--- config.mk ---
export PLATFORM = sky130hd
export DESIGN_NAME = cpu_step_controller
export DESIGN_NICKNAME = d
export VERILOG_FILES = /design/src/rtl/cpu_step_controller.sv
export SDC_FILE = /design/constraint.sdc
export NUM_CORES = 1
export LEC_CHECK = 0
export CAP_MARGIN = 0
export CORE_UTILIZATION = 40
export CTS_CLUSTER_SIZE = 25
export DETAILED_ROUTE_END_ITERATION = 7
export HOLD_SLACK_MARGIN = 0.05
export PLACE_DENSITY_LB_ADDON = 0.2
export SYNTH_ARGS = -nofsm -noshare
export SYNTH_HDL_FRONTEND = slang
export SYNTH_SLANG_ARGS = --single-unit
export TNS_END_PERCENT = 100
--- constraint.sdc ---
create_clock -name clk_2 -period 1.7 [get_ports clk_2]
set_input_delay 0.34 -clock clk_2 [delete_from_list [all_inputs] [get_ports clk_2]]
set_output_delay 0.34 -clock clk_2 [all_outputs]
set_load 0.05 [all_outputs]
--- src/rtl/cpu_step_controller.sv ---
// Run/step/breakpoint sequencer that gates the single-cycle CPU datapath.
// Conditions the raw step button and counts executed (enabled) cycles.
module cpu_step_controller #(
  parameter int unsigned NBITS_TOP       = 8,
  parameter int unsigned DEBOUNCE_CYCLES = 4
) (
  input  logic                 clk_2,
  input  logic                 reset,
  input  logic                 run_sw,
  input  logic                 step_btn,
  input  logic                 bp_en,
  input  logic [NBITS_TOP-1:0] bp_addr,
  input  logic [NBITS_TOP-1:0] pc,
  input  logic                 halt_req,
  output logic                 cpu_en,
  output logic [1:0]           state,
  output logic                 bp_hit,
  output logic [NBITS_TOP-1:0] step_count
);

  localparam int unsigned DW = $clog2(DEBOUNCE_CYCLES + 1);
  localparam logic [DW-1:0] DEB_MAX = DW'(DEBOUNCE_CYCLES);

  typedef enum logic [1:0] {
    ST_HALT  = 2'd0,
    ST_RUN   = 2'd1,
    ST_STEP  = 2'd2,
    ST_BREAK = 2'd3
  } state_e;

  state_e               state_q;
  logic                 first_q;
  logic                 sync1_q;
  logic                 sync2_q;
  logic [DW-1:0]        deb_q;
  logic [NBITS_TOP-1:0] count_q;
  logic                 step_pulse;
  logic                 bp_match;

  // Strobe on the cycle the debounce counter steps onto its saturation value.
  assign step_pulse = sync2_q && (deb_q == (DEB_MAX - DW'(1)));
  assign bp_match   = bp_en && (pc == bp_addr) && !first_q;

  always_ff @(posedge clk_2 or posedge reset) begin
    if (reset) begin
      sync1_q <= 1'b0;
      sync2_q <= 1'b0;
      deb_q   <= '0;
    end else begin
      sync1_q <= step_btn;
      sync2_q <= sync1_q;
      if (!sync2_q) begin
        deb_q <= '0;
      end else if (deb_q != DEB_MAX) begin
        deb_q <= deb_q + DW'(1);
      end
    end
  end

  always_ff @(posedge clk_2 or posedge reset) begin
    if (reset) begin
      state_q <= ST_HALT;
      first_q <= 1'b0;
    end else begin
      first_q <= 1'b0;
      case (state_q)
        ST_HALT: begin
          if (run_sw) begin
            state_q <= ST_RUN;
            first_q <= 1'b1;
          end else if (step_pulse) begin
            state_q <= ST_STEP;
          end
        end
        ST_RUN: begin
          if (!run_sw || halt_req) begin
            state_q <= ST_HALT;
          end else if (bp_match) begin
            state_q <= ST_BREAK;
          end
        end
        ST_STEP: state_q <= ST_HALT;
        ST_BREAK: begin
          if (!run_sw) begin
            state_q <= ST_HALT;
          end else if (step_pulse) begin
            state_q <= ST_STEP;
          end
        end
      endcase
    end
  end

  // Enable must react to pc/halt_req in the same cycle, so it is decoded, not registered.
  always_comb begin
    cpu_en = 1'b0;
    case (state_q)
      ST_RUN:  cpu_en = run_sw && !halt_req && !bp_match;
      ST_STEP: cpu_en = !halt_req;
      default: cpu_en = 1'b0;
    endcase
  end

  always_ff @(posedge clk_2 or posedge reset) begin
    if (reset) begin
      count_q <= '0;
    end else if (cpu_en) begin
      count_q <= count_q + NBITS_TOP'(1);
    end
  end

  assign state      = state_q;
  assign bp_hit     = (state_q == ST_BREAK);
  assign step_count = count_q;

endmodule

==> impl_results.md <==
- Outcome: finished with violations
- Failing checks: negative setup slack
- Crit path capture type: output pin
- # clock sinks: 16
- M2 GR Usage: approximately a third
- Arrival time at the worst endpoint: 1.62 ns
- Ant diodes: 0
- WS Path Type: reg2out
- Total number of vias: 874
- Final net count: 186
- FFs w/ async S/R, synth: 100%
- DPL Wire Length: ~1600 um
- Area growth, synth to finish: 70.3%
- Gr usage total: 18.7%
- Pre-CTS setup slack: -0.436 ns
- Post-synth EDFFs: 0
- H-tree Lvls: 1
- Routability cong.: approximately 0.69
- CP Data Required Time: 1.36 ns
- Largest net degree at the start of global routing: 17
- Synth Flop Type: dfrtp_1
- Mux cell area share after synthesis: around 1.2%
- Post-Route WL: 2280 um
- Core box area: between 2000 and 2500 um2
- FP Rows: 17
- Reg2reg start: state[1]
- Met3 Use GR: 1.79%
- Hold Fails Final Rpt: 0
- Register Area: 403 um2
- Clk_skew: 0.00471 ns
- Post-DRT Antenna Nets: 0
- Warnings from Yosys: 0
- Syn_nets: 126
- Min-delay src: sync1_q
- Die area: 2630 um2
- Post-route worst setup slack: -0.260 ns
- Largest family of logic cells by synthesized area: simple AND/OR/NAND/NOR gates
- Fin area: 1660 um2
- Die Ht: 51.3 um
- Fin Hold WS: 0.362 ns
- CTS Buf Count: 3
- Mapped Area: 973 um2
- Number of port buffers: 33
- RSZ-0062 raised after global routing: true
- Syn Area/Cell: slightly above 10 um2
- Register area share after synthesis: 41.1%
- Vias in the first global route: 896
- Remaining global-route overflow: 0
- Footprint of the multi-input gates: 669 um2
- Fin Setup TNS: -0.760 ns
- Clk_lat worst skew: 0.28 ns
- Max-slew violation count: 0
- CTS Root Cell: clkbuf_4
- Synth Area in Compound Gates: roughly 6.3%
- I/O Pins: 34
- Starting Density: 43.2%
- CTS max path bufs: 2
- Initial antenna violation count: 0
- Maximum net fanout on the critical path: 4
- Total power: 2.09 mW
- Core Util, Final: 73.5%
- Non-Filler Instances: 182
- DRT iter0 DRCs: 6
- Max VDD drop: 1.08 mV
- Synth unique cells: 27
- Synth Register Bits: 16
- Post-Synth XOR/XNOR Area: between 10% and 20%
- Final period util: 115%
- DIE WIDTH: 51.3 um
- Post-Place Cell Area: about 1400 um2
- MaxCap Viol Count: 0
- FILL cells: 175
- HP Class: reg2reg
- Worst-path clk slew: 0.09 ns
- Startpoint types: flip-flop
- Leak: about 0.75 nW
- Slew @ Worst Pin: 0.304 ns
- Adder-Cell Fraction of Synth Area: between 10% and 20%
- Hold buffer count at cts: 0
- CTS tree: built
- GRT Max-Usage Layer: met2
- First-pass GRT wire length: 3650 um
- Wire per inst: 12.5 um
- Simple-Gate Fraction of Synth Area: 22.4%
- Fmax: 0.510 GHz
- Power Dens Cells: around 1300 nW/um2
- Pre-antenna DRT Iters: 4
- DR vias/cell: 4.80
- Layout cells sized above 1: 39.6%
- Max transition margin: between 70% and 80%
- Post-Place Cells: around 170
- # DRC: 0
- Synth Instances: 95
- GRT met1 Usage: 22.1%
- Origin of the worst setup path: state[1]
- Endpoints failing setup: 8
- Post-layout min period: 1.96 ns
cells in the final DEF (no fill, tap or decap), types with 2 or more instances in the layout:
cell,count
buf_4,30
dfrtp_1,14
dlygate4sd2_1,12
clkdlybuf4s50_1,9
xnor2_1,7
xor2_1,6
nor2_1,5
inv_1,5
ha_1,5
nand2_1,4
and2_1,4
ha_4,4
nand3_1,3
a21oi_1,3
nand4_1,3
clkbuf_4,3
a21boi_0,2
xor2_2,2
nor3_2,2
nand3_2,2
and3_1,2
buf_6,2
dfrtp_2,2
state kept, by name, indices dropped and copies added (netlist names):
name        flops
step_count      8
deb_q           3
state           2
first_q         1
sync1_q         1
sync2_q         1
critical path: stages (launching register included):
cell,delay (ns)
dfrtp_2,0.47
inv_4,0.11
ha_4,0.14
a21oi_2,0.06
nor3b_4,0.26
nand2_4,0.09
clkinvlp_4,0.08
buf_8,0.13
metal layers:
layer | share of wire, % | routed length, um
met3 | 2.2 | 51
met4 | 0.53 | 12
met5 | 0 | 0
met2 | 51 | 1170
met1 | 46 | 1040
area by class of cell:
| type | count | share of cell area, % |
|---|---|---|
| Multi-Input combinational cell | 71 | 40.4 |
| Timing Repair Buffer | 55 | 28.8 |
| Sequential cell | 16 | 24.3 |
| Clock buffer | 4 | 2.19 |
| Inverter | 8 | 2.19 |
| Tap cell | 28 | 2.11 |
report_power, final:
group | internal, mW | switching, mW
Clock | 0.130 | 0.115
Combinational | 0.582 | 0.669
Sequential | 0.491 | 0.107
Total | 1.20 | 0.890
cell usage after synthesis, drive strengths merged (2+ instances only):
cell type   n  area share [%]
and2        4             2.6
and3        3             1.9
nand2       5             2.2
nand2b      2             1.3
ha          9              12
dfrtp      16              41
xnor2       8             7.2
nand3       6             3.6
xor2        8             7.2
nor3        3             1.5
nor2        5             1.9
nor4        2             1.9
a21oi       4             2.4
nand4       3             1.9
inv         8             3.1
nor3b       2             2.7
a21boi      2             1.5
logic make-up (layout without fill, tap and decap cells):
| kind of cell | Yosys count | count (layout) |
|---|---|---|
| buf+inv | 8 | 67 |
| flops | 16 | 16 |
| xor+xnor | 16 | 16 |
| fa+ha+maj | 9 | 9 |
| simple gates | 36 | 36 |
| mux | 1 | 1 |
| compound gates | 9 | 9 |
path summary, 6_finish.rpt:
| path | cells past startpoint | slack, ns | endpoint |
|---|---|---|---|
| worst max-delay path | 7 | -0.26 | cpu_en |
| worst min-delay path | 0 | 0.36 | sync2_q |
| worst max register to register | 9 | -0.15 | step_count[7] |
| worst min register to register | 0 | 0.36 | sync2_q |
| max in group asynchronous | 3 | 1.13 | state[0] |
| min in group asynchronous | 3 | 0.37 | sync2_q |
timing repair:
| item | CTS | global route |
|---|---|---|
| resized for setup | 21 | 12 |
| setup endpoints to repair | 3 | 8 |
| setup buffers | 7 | 4 |
| hold endpoints to repair | 0 | 0 |
| cloned | 0 | 0 |
| pin swaps | 12 | 6 |
No activity file was read; power rests on OpenSTA's default activity.
